[config.mk]
export PLATFORM = sky130hd
export DESIGN_NAME = gpr_file_mp
export DESIGN_NICKNAME = d
export VERILOG_FILES = /design/src/rtl/gpr_pkg.sv /design/src/rtl/gpr_read_port.sv /design/src/rtl/gpr_file_mp.sv
export SDC_FILE = /design/constraint.sdc
export NUM_CORES = 1
export LEC_CHECK = 0
export CAP_MARGIN = 20
export CORE_AREA = 5 5 382 384
export DETAILED_ROUTE_END_ITERATION = 16
export DIE_AREA = 0 0 387 389
export SLEW_MARGIN = 10
export SYNTH_ARGS = -nofsm -noshare
export SYNTH_HDL_FRONTEND = slang
export SYNTH_SLANG_ARGS = --single-unit
[constraint.sdc]
create_clock -name clk -period 8.6 [get_ports clk]
set_input_delay 2.15 -clock clk [delete_from_list [all_inputs] [get_ports clk]]
set_output_delay 2.15 -clock clk [all_outputs]
set_load 0.02 [all_outputs]
[src/rtl/gpr_pkg.sv]
// gpr_pkg: shared constants and FSM encoding for the general-purpose register file
package gpr_pkg;
  localparam int GPR_XLEN = 32;
  localparam logic GPR_WSEL_DI = 1'b0;
  localparam logic GPR_WSEL_CSR = 1'b1;
  typedef enum logic {GPR_CLEAR = 1'b0, GPR_READY = 1'b1} gpr_state_e;
endpackage

[src/rtl/gpr_read_port.sv]
// gpr_read_port: one read port with x0 forcing, write-first bypass and optional output register
module gpr_read_port
  import gpr_pkg::*;
#(
  parameter int XLEN = GPR_XLEN,
  parameter int AW = 5,
  parameter int READ_REG = 0
) (
  input  logic            clk,
  input  logic            rst_n,
  input  logic [AW-1:0]   i_ra,
  input  logic [XLEN-1:0] i_mem_q,
  input  logic            i_we,
  input  logic [AW-1:0]   i_rd,
  input  logic [XLEN-1:0] i_wdat,
  input  logic            i_ready,
  output logic [XLEN-1:0] o_q
);
  logic [XLEN-1:0] w_val;
  logic [XLEN-1:0] r_q;
  assign w_val = (!i_ready || i_ra == '0) ? '0 : (i_we && i_rd == i_ra) ? i_wdat : i_mem_q;
  always_ff @(posedge clk)
    r_q <= !rst_n ? '0 : w_val;
  assign o_q = (READ_REG != 0) ? r_q : w_val;
endmodule

[src/rtl/gpr_file_mp.sv]
// gpr_file_mp: NREG x XLEN register file, NRP read ports, one write port
// a clear sequencer zeroes every entry after reset before the file reports ready
module gpr_file_mp
  import gpr_pkg::*;
#(
  parameter int XLEN = GPR_XLEN,
  parameter int NREG = 32,
  parameter int NRP = 2,
  parameter int READ_REG = 0,
  localparam int AW = $clog2(NREG)
) (
  input  logic                clk,
  input  logic                rst_n,
  input  logic                gpr_we,
  input  logic                gpr_wsel,
  input  logic [AW-1:0]       gpr_rd,
  input  logic [XLEN-1:0]     gpr_di,
  input  logic [XLEN-1:0]     csr_rdata,
  input  logic [NRP*AW-1:0]   gpr_ra,
  output logic [NRP*XLEN-1:0] gpr_q,
  output logic                gpr_ready
);
  gpr_state_e      r_state;
  logic [AW-1:0]   r_clr_cnt;
  logic            r_ready;
  logic [XLEN-1:0] r_mem [NREG];
  logic [XLEN-1:0] w_wdat;
  assign w_wdat = (gpr_wsel == GPR_WSEL_CSR) ? csr_rdata : gpr_di;
  assign gpr_ready = r_ready;
  always_ff @(posedge clk)
    if (!rst_n) begin
      r_state <= GPR_CLEAR;
      r_clr_cnt <= '0;
      r_ready <= 1'b0;
    end else if (r_state == GPR_CLEAR) begin
      if (r_clr_cnt == AW'(NREG - 1)) begin
        r_state <= GPR_READY;
        r_ready <= 1'b1;
      end else
        r_clr_cnt <= r_clr_cnt + AW'(1);
    end
  // writes arriving while clearing are dropped, not queued
  always_ff @(posedge clk)
    if (rst_n) begin
      if (r_state == GPR_CLEAR)
        r_mem[r_clr_cnt] <= '0;
      else if (gpr_we && gpr_rd != '0)
        r_mem[gpr_rd] <= w_wdat;
    end
  for (genvar p = 0; p < NRP; p++) begin : g_rp
    gpr_read_port #(.XLEN(XLEN), .AW(AW), .READ_REG(READ_REG)) u_rp (
      .clk     (clk),
      .rst_n   (rst_n),
      .i_ra    (gpr_ra[p*AW +: AW]),
      .i_mem_q (r_mem[gpr_ra[p*AW +: AW]]),
      .i_we    (gpr_we),
      .i_rd    (gpr_rd),
      .i_wdat  (w_wdat),
      .i_ready (r_ready),
      .o_q     (gpr_q[p*XLEN +: XLEN])
    );
  end
endmodule

; Yosys cells after proc, flatten, opt, wreduce, memory -nomap -nowiden
; Memory sizes are Yosys's and may differ from the RTL's.
; Index checks and enable logic that the tools add are counted.
[classes]
addsub = 1
eq_ne = 3
mux = 17
bitwise = 2
reduce_logical = 12
[ops]
columns = cell, n
row1 = $mux W32, 6
row2 = $reduce_or A32 Y1, 1
row3 = $eq A5 B5 Y1, 2
row4 = $logic_not A5 Y1, 2
row5 = $mux W1, 10
row6 = $add A5 B1 Y5 const B, 1
row7 = $eq A5 B5 Y1 const B, 1
row8 = $mux W5, 1
row9 = $reduce_bool A5 Y1, 1
row10 = $reduce_and A2 Y1, 2
row11 = $logic_and A1 B1 Y1, 3
row12 = $logic_or A1 B1 Y1, 2
row13 = $not A1 Y1, 2
row14 = $logic_not A1 Y1, 1
[word_totals]
reg_bits = 7
ram_bits = 1024
input_bits = 83
output_inout_bits = 65
word_cells = 39
memories = 1
[mem_list]
columns = name, depth, width, read_ports, rd_ports_with_merged_regs, wr, line
row1 = r_mem, 32, 32, 2, 0, 1, gpr_file_mp.sv:26  ; logic [XLEN-1:0] r_mem [NREG];

; Logic depth before layout (Yosys ltp)
; Gate-level depths: netlist of the first run.
[logic_depth]
depth_word = 8
depth_mapped = 9
depth_no_buf = 7

; Modules after synthesis
; Synthesis of the first run repeated with hierarchy kept, for this count alone.
[unflattened]
cells_unflattened = 3777
area_unflattened_um2 = 50960.1
[modules_own_cells]
columns = module, instances, cells_per_inst, area_per_inst_um2, seq_area_each_um2
row1 = gpr_file_mp, 1, 3531, 49566.3, 30889.6
row2 = gpr_read_port, 2, 123, 696.9, 0.0

; Worst setup path before layout of the first run
; OpenSTA, ideal clock, no wires.
[synth_path]
kind = input to output
start = in gpr_ra[7]
end = out gpr_q[32]
arrival_ns = 3.962
t_required_ns = 6.450
path_slack_ns = 2.488
path_stages = 7
path_buffers = 3
path_cell_list = buf_2 or3b_2 buf_2 clkbuf_1 o22ai_1 a2111oi_0 o32ai_1
[synth_via]
elab_chain_len = 4
elab_cells_between_ends = 7
classes_between = eq/ne (1) / mux (2) / reduce/logical (3) / memory (1)
[synth_lines]
columns = element, line
row1 = "start, declared", gpr_file_mp.sv:19  ; input logic [NRP*AW-1:0] gpr_ra,
row2 = branches (longest 3 deep; another with $mem_v2 Z32 W32), -
row3 = $mux W32 *, gpr_read_port.sv:21  ; assign w_val = (!i_ready || i_ra == '0) ? '0 : (i_we && i_rd == i_ra) ? i_wdat : i_mem_q;
row4 = "end, declared", gpr_file_mp.sv:20  ; output logic [NRP*XLEN-1:0] gpr_q,
; Every way passes the cells marked *.

; Final worst setup path of the first run
[layout_path]
start = in gpr_ra[3]
end = out gpr_q[11]
; Same word-level chain as after synthesis.

==> results of run 1 <==
## sequential cells by signal, indices dropped and copies added (netlist names)
register,flops
gpr_ready,1
r_clr_cnt,5
r_mem,1024
r_state,1
## synth_stat cells (all sizes together) (2+ instances only)
master and n:
mux2i 345, o21ai 5, nor4 24, nor2 137, or3 3, mux4 347, a22oi 40, dfxtp 7
a211oi 55, o21a 2, buf 137, a311oi 9, inv 5, nand2 19, a221oi 62, or3b 2
or4 2, o221ai 7, clkbuf 107, edfxtp 1024, a21boi 2, o22ai 62, a31oi 4, a22o 46
a2111oi 46, a21oi 20, nand3 10, mux2 23, ha 2, nand2b 8, nor3 3, o211ai 56
and2 6, a211o 9, o21bai 31, and3 2, nor2b 61, xor2 4, o32ai 32, nand4 2
a21o 31, xnor2 9
## cell usage in the layout (no fill, tap or decap), types with 55 or more instances in the layout
cell type / n
edfxtp_1: 1024
mux4_2: 347
mux2i_1: 345
buf_4: 154
clkdlybuf4s50_1: 137
clkbuf_16: 107
nor2_1: 101
o22ai_1: 62
a221oi_1: 62
nor2b_1: 58
o211ai_1: 56
a211oi_1: 55
## cell families after synthesis
family                     Yosys count  share of synthesized area
xor gates and xnor gates            13                    0.00231
DFF                               1031                      0.627
muxes                              715                      0.234
adders and majority gates            2                   0.000508
buffers and inverters              250                     0.0254
and+or+nand+nor                    284                     0.0282
AOI/OAI and AO/OA                  522                     0.0831
## layout make-up
class                           count  area share
Antenna cell                        1   0.0000438
Timing Repair Buffer              321      0.0520
Tap cell                         1903      0.0417
Inverter                            6    0.000416
Clock inverter                     61     0.00993
Sequential cell                  1031       0.541
Multi-Input combinational cell   1536       0.306
Clock buffer                      132      0.0486
## worst min path at each step
stage / end / start
2_1_floorplan: r_clr_cnt[4] / r_clr_cnt[4]
3_3_place_gp: r_clr_cnt[3] / r_clr_cnt[3]
3_5_place_dp: r_clr_cnt[3] / r_clr_cnt[3]
4_1_cts: r_clr_cnt[3] / r_clr_cnt[3]
5_1_grt: r_clr_cnt[1] / r_clr_cnt[1]
6_report: r_clr_cnt[3] / r_clr_cnt[3]
## through the flow
stage / std cells / util
5_1_grt: 4991 / 0.401
2_1_floorplan: 2817 / -
3_3_place_gp: 4787 / 0.377
6_report: 4991 / 0.401
4_1_cts: 4988 / 0.400
3_5_place_dp: 4795 / 0.377
## layer usage
metal,share of wire,wire (um),global-route usage,vias up
met4,0.041,6770,0.0836,4
li1,-,-,-,12391
met5,0.00016,27,0,-
met3,0.084,14000,0.0409,347
met1,0.39,65600,0.282,16371
met2,0.48,80700,0.357,1607
## worst max-delay path, delay by kind of cell
family | cells | cell delay (ns)
xor+xnor | 1 | 0.18
compound gates | 1 | 0.49
simple gates | 2 | 1.29
buf+inv | 3 | 1.88
## power by group through the flow
stage / Clock, W / Combinational, W / Sequential (W)
floorplan: 0 / 0.000489 / 0.00560
global placement: 0 / 0.000776 / 0.00560
detailed placement: 0 / 0.000778 / 0.00560
CTS: 0.00457 / 0.000780 / 0.00550
global route: 0.00479 / 0.000816 / 0.00550
finish: 0.00452 / 0.000784 / 0.00550
==> out/results.ini, run 1 <==
[outcome]
outcome = finished, final reports clean

[critical_path]
crit_path_start = gpr_ra[3]
crit_required_ns = 6.45
start_kind = input pin
reg2reg_to = r_mem[5][13]
r2r_cells = 6
crit_fanout = 17
cpMostUsedCell = clkdlybuf4s50_1
slowest_stage = or3_2
r2r_slack_ns = 4.54
slowest_delay_ns = 0.98
rr_startpoint = r_state
crit_type = input pin to primary output
endpoint = gpr_q[11]
crit_path_cell_trace = clkdlybuf4s50_1, xnor2_1, nand4_1, or3_2, buf_4, o211ai_1, clkdlybuf4s50_1
worstPathArrival_ns = 6.02
endpoint_kind = primary output

[placement]
port_buffers = 147
place_area_um2 = 53700
dp_hpwl_um = 103000
pre_cts_ws_ns = 0.470
routabilityCongestion = 0.835

[yosys]
ys_seq_area_frac = 0.627
synth_area_leaders = edfxtp_1 (62%), mux4_2 (16%), mux2i_1 (7.0%), a221oi_1 (1.1%), nor2_1 (1.0%)
synth-edff-count = 1024
yosysWarnings = 0
synth-seq-cells = 1031
avgSynthCellArea_um2 = 17.5
netlist_instances = 2817
netlist_area_um2 = 49300
synth_top_area_cell = edfxtp_1
synthArstFlopShare = 0
synth_top_area_share = 0.624
syn-num-nets = 2902
synth.distinct_cells = 62
synth_ff_type = edfxtp_1

[detailed_routing]
routed_wl_um = 167000
firstDrtPassIters = 5
wl_per_cell_um = 33.5
drtAntennaViolNets = 0
vias = 30720
routed_via_density = 6.16
route.detailed.drc = 0
drtIter0Drc = 3692

[clock_tree]
clockBufferDepth = 3
h-tree-depth = 3
post_cts_resized = 0
clk-insertion-delay-late_ns = 0.71
cts_tree = yes
numCtsBuffers = 106
cts_root_buf = clkbuf_16
cts_setup_buffers = 0
cts_hold_buf = 0
clkSlewWorstSetupHoldPaths_ns = 0.06
cts.sinks = 1031

[power_and_ir_drop]
peakVddDrop_uv = 144
comb_power_share = 0.073
p_leak_nw = 16.8
p_switching_w = 0.00246
totalPowerFinal_w = 0.0108
p_sw_frac = 0.227
clock_power_share = 0.418
power_density_nw_per_um2 = 189
seq_power_share = 0.509
p_int_w = 0.00834

[cells_and_area]
areaGrowthSynthToFinish_pct = 15.8
final-seq-area_um2 = 30900
drive_above_1_share = 0.246
fin_nets = 3087
multi_input_area_um2 = 17500
final_cell_area_um2 = 57100
n_fill_cell = 12702

[floorplanning]
ios = 148
die-area_um2 = 151000
rows = 139
start_util = 0.346
die-height_um = 389
core-area_um2 = 142000
die_x_um = 387

[global_routing]
grt_antenna_before_repair = 4
overflow = 0
grt_pass1_vias = 31108
grt_pass1_wl_um = 234000
grt_max_degree = 82
track_usage = 0.216

[sta]
setup_viol = 0
fin_skew_ns = 0.0246
setup_ws_ns = 0.429
fin_crit_ns = 8.17
hold_ws_ns = 0.670
maxSlewHeadroom = 0.205
clock.fmax_ghz = 0.122
post-route-period-util = 0.950
rsz0062_at_grt = no
drv_slew = 0
setup_tns_ns = 0
tightest_slew_ns = 1.19
finalHoldViolCount = 0

[worst_hold_path]
hp-class = flop to flop
min_path_cells = 2

[run]
max_cap_viol_count = 0

(Power assumes the default switching activity.)
==> run 2: changes to the inputs <==
--- a/config.mk
+++ b/config.mk
@@ -6,9 +6,9 @@
 export NUM_CORES = 1
 export LEC_CHECK = 0
 export CAP_MARGIN = 20
-export CORE_AREA = 5 5 382 384
+export CORE_AREA = 5 5 349 420
 export DETAILED_ROUTE_END_ITERATION = 16
-export DIE_AREA = 0 0 387 389
+export DIE_AREA = 0 0 354 425
 export SLEW_MARGIN = 10
 export SYNTH_ARGS = -nofsm -noshare
 export SYNTH_HDL_FRONTEND = slang
==> run 2 against run 1 <==
Sequential power barely moved. Sequential cell count did not move. Non-clock buffer count fell by 19. Largest cell class unchanged.
==> out/results.ini, run 2 (synthesized netlist as in run 1, its figures left out) <==
[outcome]
outcome = finished, final reports clean  ; unchanged

[cells_and_area]
drive_above_1_share = 0.240  ; was 0.246
layout_common_cells = edfxtp_1 (1024), mux4_2 (347), mux2i_1 (345)  ; unchanged
largest_reg_flops = 1024  ; unchanged
fin_nets = 3062  ; was 3087
largest_registers = r_mem (1024), r_clr_cnt (5)  ; unchanged
stdcell_count = 4911  ; was 4991
max_flop_register = r_mem  ; unchanged
final_common_cell = edfxtp_1  ; unchanged
areaGrowthSynthToFinish_pct = 15.4  ; was 15.8%

[sta]
setup_viol = 0  ; unchanged
clock.fmax_ghz = 0.122  ; about the same
finalHoldViolCount = 0  ; unchanged
post-route-period-util = 0.954  ; was 0.950
fin_crit_ns = 8.20  ; was 8.17 ns
setup_ws_ns = 0.400  ; was 0.429 ns
rsz0062_at_grt = no  ; unchanged
fin_skew_ns = 0.0301  ; was 0.0246 ns
drv_slew = 0  ; unchanged
maxSlewHeadroom = 0.256  ; was 0.205
setup_tns_ns = 0  ; unchanged
tightest_slew_ns = 1.09  ; was 1.19 ns

[power_and_ir_drop]
clock_power_share = 0.415  ; was 0.418
comb_power_share = 0.072  ; was 0.073
power_density_nw_per_um2 = 188  ; was 189 nW/um^2
totalPowerFinal_w = 0.0107  ; was 0.0108 W
p_leak_nw = 16.7  ; was 16.8 nW
seq_power_share = 0.513  ; was 0.509
p_switching_w = 0.00241  ; was 0.00246 W
p_sw_frac = 0.225  ; was 0.227
p_int_w = 0.00831  ; was 0.00834 W
peakVddDrop_uv = 147  ; was 144 uV

[critical_path]
path_delay_family = buffers and inverters  ; unchanged
worstPathArrival_ns = 6.05  ; was 6.02 ns
start_kind = input pin  ; unchanged
crit_path_cell_trace = clkdlybuf4s50_1, xor2_1, nor4_1, and3_1, or3b_2, buf_4, o32ai_1, buf_4, clkdlybuf4s50_1  ; was clkdlybuf4s50_1, xnor2_1, nand4_1, or3_2, buf_4, o211ai_1, clkdlybuf4s50_1
crit_fanout = 16  ; was 17
endpoint_kind = primary output  ; unchanged
crit_required_ns = 6.45  ; about the same
crit_buf_inv = 4  ; was 3
slowest_stage = or3b_2  ; was or3_2
slowest_delay_ns = 0.87  ; was 0.98 ns
crit_type = input pin to primary output  ; unchanged

[detailed_routing]
wl_per_cell_um = 33.2  ; was 33.5 um
firstDrtPassIters = 5  ; unchanged
drtAntennaViolNets = 0  ; unchanged
drtIter0Drc = 3880  ; was 3692
routed_via_density = 6.20  ; was 6.16
routed_wl_um = 163000  ; was 167000 um
route.detailed.drc = 0  ; unchanged
vias = 30440  ; was 30720

[placement]
dp_cells = 4721  ; was 4795
pre_cts_ws_ns = 0.452  ; was 0.470 ns
dp_hpwl_um = 94800  ; was 103000 um
routabilityCongestion = 0.817  ; was 0.835
port_buffers = 147  ; unchanged

[clock_tree]
clkSlewWorstSetupHoldPaths_ns = 0.06  ; about the same
post_cts_resized = 0  ; unchanged
clockBufferDepth = 3  ; unchanged
cts_tree = yes  ; unchanged
cts_setup_buffers = 0  ; unchanged
numCtsBuffers = 100  ; was 106
h-tree-depth = 3  ; unchanged
cts_root_buf = clkbuf_16  ; unchanged
cts_hold_buf = 0  ; unchanged
cts.sinks = 1031  ; unchanged
clk-insertion-delay-late_ns = 0.70  ; was 0.71 ns

[global_routing]
overflow = 0  ; unchanged
grt_pass1_wl_um = 229000  ; was 234000 um
grt_max_degree = 107  ; was 82
grt_antenna_before_repair = 5  ; was 4
grt_pass1_vias = 30599  ; was 31108
track_usage = 0.212  ; was 0.216

[floorplanning]
rows = 152  ; was 139
die_x_um = 354  ; was 387 um
die-area_um2 = 150000  ; was 151000 um^2
ios = 148  ; unchanged
die-height_um = 425  ; was 389 um
start_util = 0.347  ; was 0.346
core-area_um2 = 142000  ; about the same

[run]
max_cap_viol_count = 0  ; unchanged

[worst_hold_path]
hp-class = flop to flop  ; unchanged

[run 2: routing by layer]
metal / up-vias / GRT usage / share of wire
li1: 12330 / - / -
met4: 0 / 0.0842 / 0.041
met2: 1659 / 0.340 / 0.47
met5: - / 0 / 0
met3: 297 / 0.0393 / 0.088
met1: 16154 / 0.286 / 0.40
[run 2: worst reg2reg max path: stages (launching register included)]
cell,delay [ns]
dfxtp_1,0.50
o2111ai_4,0.37
buf_4,0.37
mux2i_1,0.26
nand2_1,0.28
nor2_4,0.76
buf_4,0.45
[run 2: final cells by class]
class	instances	area, um^2
Clock inverter	53	469
Fill cell	12566	85200
Inverter	6	23.8
Timing Repair Buffer	302	2920
Multi-Input combinational cell	1536	17500
Antenna cell	2	5.00
Tap cell	1848	2310
Clock buffer	133	2830
Sequential cell	1031	30900
[run 2: final timing paths]
check	to	startpoint	cells after the start	slack (ns)
hold reg to reg	gpr_ready	gpr_ready	1	0.63
setup / recovery	gpr_q[58]	gpr_rd[4]	9	0.40
setup reg to reg	r_mem[25][13]	r_state	6	5.23
hold / removal	gpr_ready	gpr_ready	1	0.63
[run 2: through the flow]
step	util	hold WS, ns	area (um^2)
2_1_floorplan	-	0.589	49300
3_3_place_gp	0.377	0.621	53600
3_5_place_dp	0.377	0.615	53600
4_1_cts	0.400	0.630	56900
5_1_grt	0.401	0.654	56900
6_report	0.401	0.632	56900
[run 2: power by group through the flow]
stage / Combinational (W) / Clock [W] / Sequential, W
floorplan: 0.000489 / 0 / 0.00560
global placement: 0.000772 / 0 / 0.00560
detailed placement: 0.000772 / 0 / 0.00560
CTS: 0.000774 / 0.00450 / 0.00550
global route: 0.000810 / 0.00471 / 0.00550
finish: 0.000777 / 0.00445 / 0.00550
==> RTL edit 1, RTL diff (flow settings as in run 2) <==
`READ_REG` is set to 0 in 2 places; all go to 1.
--- a/src/rtl/gpr_read_port.sv
+++ b/src/rtl/gpr_read_port.sv
@@ -4,7 +4,7 @@
 #(
   parameter int XLEN = GPR_XLEN,
   parameter int AW = 5,
-  parameter int READ_REG = 0
+  parameter int READ_REG = 1
 ) (
   input  logic            clk,
   input  logic            rst_n,
--- a/src/rtl/gpr_file_mp.sv
+++ b/src/rtl/gpr_file_mp.sv
@@ -6,7 +6,7 @@
   parameter int XLEN = GPR_XLEN,
   parameter int NREG = 32,
   parameter int NRP = 2,
-  parameter int READ_REG = 0,
+  parameter int READ_REG = 1,
   localparam int AW = $clog2(NREG)
 ) (
   input  logic                clk,
Function: no difference found for any inputs over 4 cycles, from zero or initial values and one cycle with rst_n low; that may be too few to reach the edited logic, so the function may still have changed.
==> RTL edit 1 against run 2 <==
Cell area up 1.2%. First-iteration DRC count down 13%. Maximum frequency rose by 49%. Largest power group unchanged. Critical endpoint is now r_mem[14][23]. Critical path type is now input port to register. Register-to-register slack improved by 290 ps. Sequential cell count is 64 higher. Area after synthesis grew 0.68%. Total power grew 7.7%. Cell count is 4.6% lower. Setup slack better by 2700 ps. Routed wire length grew 0.12%.
==> RTL edit 1: results <==
[status]
status = "complete, no violations"

[synthesis]
ys_warn_count = 0
synth_top_cells_by_area = "edfxtp_1, mux4_2, mux2i_1"
synth_edf_count = 1024
synth_most_common_cell = "edfxtp_1"
synthDistinctLibCells = 64
synth_nets = 2653
synth_common_cells = "edfxtp_1, mux4_2, o22ai_1, mux2i_1"
postSynth.asyncResetShare = 0
yosysSeqAreaShare = 0.648

[min_path]
hp-class = "register to register"
min_path_cells = 1

[final_layout]
largest_register = "r_mem"
fin_nets = 2821
drive_gt1_frac = 0.303
largest_reg_flops = 1024

[detailed_routing]
wirelength_mm = 163
first_pass_iters = 5
num_vias = 29000
drt-initial-drc-count = 3369
ant_nets = 0

[timing]
max_slew_margin = 0.152
fin_skew_ps = 40.3

[clock_network]
cts_buffers = 113
clkSlewWorstSetupHoldPaths_ps = 60
cts_max_path_buffers = 3
h-tree-depth = 3
ctsRootBufferMaster = "clkbuf_16"
post_cts_buffers = 0
ctsResizeCount = 0
clk_latency_ps = 730

[pwr]
p_sw_frac = 0.223
vdd_drop_max_mv = 0.143
power_leakage_nw = 16.5

[global_route]
grt_pass1_wl_mm = 229
grt_pass1_vias = 29900
grt_use_total = 0.213
grt_max_degree = 90
antenna_found_initial = 9

[worst_setup_path]
crit_family = "simple AND/OR/NAND/NOR gates"
cp.arrival_ps = 5920
rr_worst_depth = 6
cp_slowest_stage_delay_ps = 690
slowest_stage = "nor2_4"
worstPathMaxFanout = 40

[placement]
dp.final_hpwl_mm = 110
portBuffers = 147
gp_congestion = 0.864
dpl_cell_area_mm2 = 0.0538
dp_slack_ps = 2420
RTL edit 1: metal layers:
layer,up-vias,wire length (um),track usage
met1,15500,57300,0.256
li1,11500,-,-
met2,1666,80900,0.358
met5,-,40,0
met4,6,12100,0.136
met3,359,13100,0.0347
RTL edit 1: cell families (layout without fill, tap and decap cells):
family                     count (synthesis)  after routing  synth area share
AOI/OAI and AO/OA                        393            393            0.0585
adders and majority gates                  2              2          0.000504
buffers and inverters                    216            477            0.0263
and+or+nand+nor                          206            206            0.0201
xor gates and xnor gates                  13             13           0.00229
muxes                                    643            643             0.244
other                                      0              6                 0
DFF                                     1095           1095             0.648
RTL edit 1: through the flow:
stage                     cells  total power, mW
final                      4683             11.5
after global routing       4678             11.8
after CTS                  4676             11.6
after detailed placement   4468             6.66
after global placement     4437             6.64
after floorplan            2568             6.38
RTL edit 1: final timing paths:
kind	slack, ps	from	to
min reg2reg	610	gpr_ready	gpr_ready
max	3080	gpr_rd[0]	r_mem[14][23]
max reg2reg	5520	r_state	r_mem[14][23]
min	610	gpr_ready	gpr_ready
RTL edit 1: power groups by stage:
stage / Clock [mW] / Sequential, mW / Combinational [mW]
floorplan: 0 / 5.90 / 0.477
global placement: 0 / 5.90 / 0.742
detailed placement: 0 / 5.91 / 0.753
CTS: 5.05 / 5.79 / 0.756
global route: 5.28 / 5.79 / 0.779
finish: 4.99 / 5.79 / 0.754
RTL edit 1: final cells by class:
type / instances / area, um^2
tap: 1848 / 2310
inverter: 2 / 7.51
sequential: 1095 / 32200
fill: 12300 / 84500
multi-input combinational: 1257 / 16400
timing repair buffer: 267 / 2890
clock inverter: 61 / 713
antenna: 6 / 15.0
clock buffer: 147 / 3050
==> RTL edit 2, RTL diff (flow settings as in run 2) <==
Made on the original files. Make the reset (`rst_n`) asynchronous in one clocked block.
--- a/src/rtl/gpr_file_mp.sv
+++ b/src/rtl/gpr_file_mp.sv
@@ -27,7 +27,7 @@
   logic [XLEN-1:0] w_wdat;
   assign w_wdat = (gpr_wsel == GPR_WSEL_CSR) ? csr_rdata : gpr_di;
   assign gpr_ready = r_ready;
-  always_ff @(posedge clk)
+  always_ff @(posedge clk or negedge rst_n)
     if (!rst_n) begin
       r_state <= GPR_CLEAR;
       r_clr_cnt <= '0;
Check against the original RTL: no difference found for any inputs over 4 cycles, from zero or initial values and one cycle with rst_n low; that may be too few to reach the edited logic, so the function may still have changed.
==> RTL edit 2 against run 2 <==
Total power is 2.3% higher. Core utilization hardly changed. Setup slack better by 62 ps. Routed wire length increased by 3.0%. Sequential cell count is the same. Cell area barely moved. Highest routed layer unchanged. Synthesized cell count is 2.0% lower. Area after synthesis is 0.55% lower.
==> RTL edit 2: results <==
[synthesis]
post_synth.cell_area_avg_um2 = 17.8
synth_nets = 2845
synth_top_cells_by_area = "edfxtp_1, mux4_2, mux2i_1"
postSynth.asyncResetShare = 0.00679
synth_common_cells = "edfxtp_1, mux2i_1, mux4_2, nor2_1, clkbuf_1"
netlist_area_mm2 = 0.0490
yosysSeqAreaShare = 0.631
synthDistinctLibCells = 52

[global_route]
met2_usage = 0.373
grt_pass1_wl_mm = 236
antenna_found_initial = 6
grt_use_total = 0.218
met1_usage = 0.274
grt_use_met3 = 0.0364
grt_max_degree = 84
grt_pass1_vias = 31200

[pwr]
vdd_drop_max_mv = 0.157
p_sw_mw = 2.58
p_int_mw = 8.39
power_leakage_nw = 20.4
p_comb_mw = 0.987
power_frac_seq = 0.504

[final_layout]
nonClkBufAreaFrac = 0.0565
top_regs = "r_mem (1024), r_clr_cnt (5)"
n_all_buffers = 329
multi_input_cells = 1490
n_clock_buffer = 116
area_share_clock_buf_inv = 0.0572
drive_gt1_frac = 0.260
final_area_mm2 = 0.0569
fin_nets = 3044
regArea_mm2 = 0.0309
fillers = 12600
multi_input_area_mm2 = 0.0172
inverters = 7

[worst_setup_path]
slowest_stage = "clkdlybuf4s50_1"
crit_start = "gpr_ra[8]"
cp.arrival_ps = 5990
worstPathMaxFanout = 17
cp_slowest_stage_delay_ps = 1060
crit-reg2reg-launch = "r_state"

[detailed_routing]
first_pass_iters = 6
met1_length_mm = 62.7
drt-initial-drc-count = 3636
viasPerCell = 6.27
wl_met2_mm = 83.7
num_vias = 30700
dr_wl_met3_mm = 13.4
wirelength_mm = 168

[placement]
dpl_cell_area_mm2 = 0.0537
gp_congestion = 0.844
dp_slack_ps = 582
dp.final_hpwl_mm = 102
dp_cells = 4705

[timing]
worst_pin_slew_ps = 1270
fin_skew_ps = 21.0

[status]
status = "complete, no violations"

[min_path]
hp-start = "r_clr_cnt[1]"

[clock_network]
clkSinkCount = 1031
cts_max_path_buffers = 3
RTL edit 2: final timing paths:
kind,to,slack (ps),depth (start not counted)
setup / recovery,gpr_q[39],460,7
hold / removal,r_clr_cnt[1],600,1
setup reg to reg,r_mem[8][11],5120,6
hold reg to reg,r_clr_cnt[1],600,1
max in group asynchronous,gpr_ready,6460,1
min in group asynchronous,r_clr_cnt[4],1800,1
RTL edit 2: logic make-up (layout without fill, tap and decap cells):
| group | count (synthesis) | count (layout) | synth area share |
|---|---|---|---|
| multiplexers | 758 | 758 | 0.245 |
| flip-flops | 1031 | 1031 | 0.631 |
| AO/OA/AOI/OAI | 487 | 487 | 0.0747 |
| buffers and inverters | 239 | 520 | 0.0247 |
| adder cells (fa/ha/maj) | 2 | 2 | 0.000510 |
| other | 0 | 2 | 0 |
| AND/OR/NAND/NOR | 230 | 230 | 0.0217 |
| XOR/XNOR | 13 | 13 | 0.00232 |
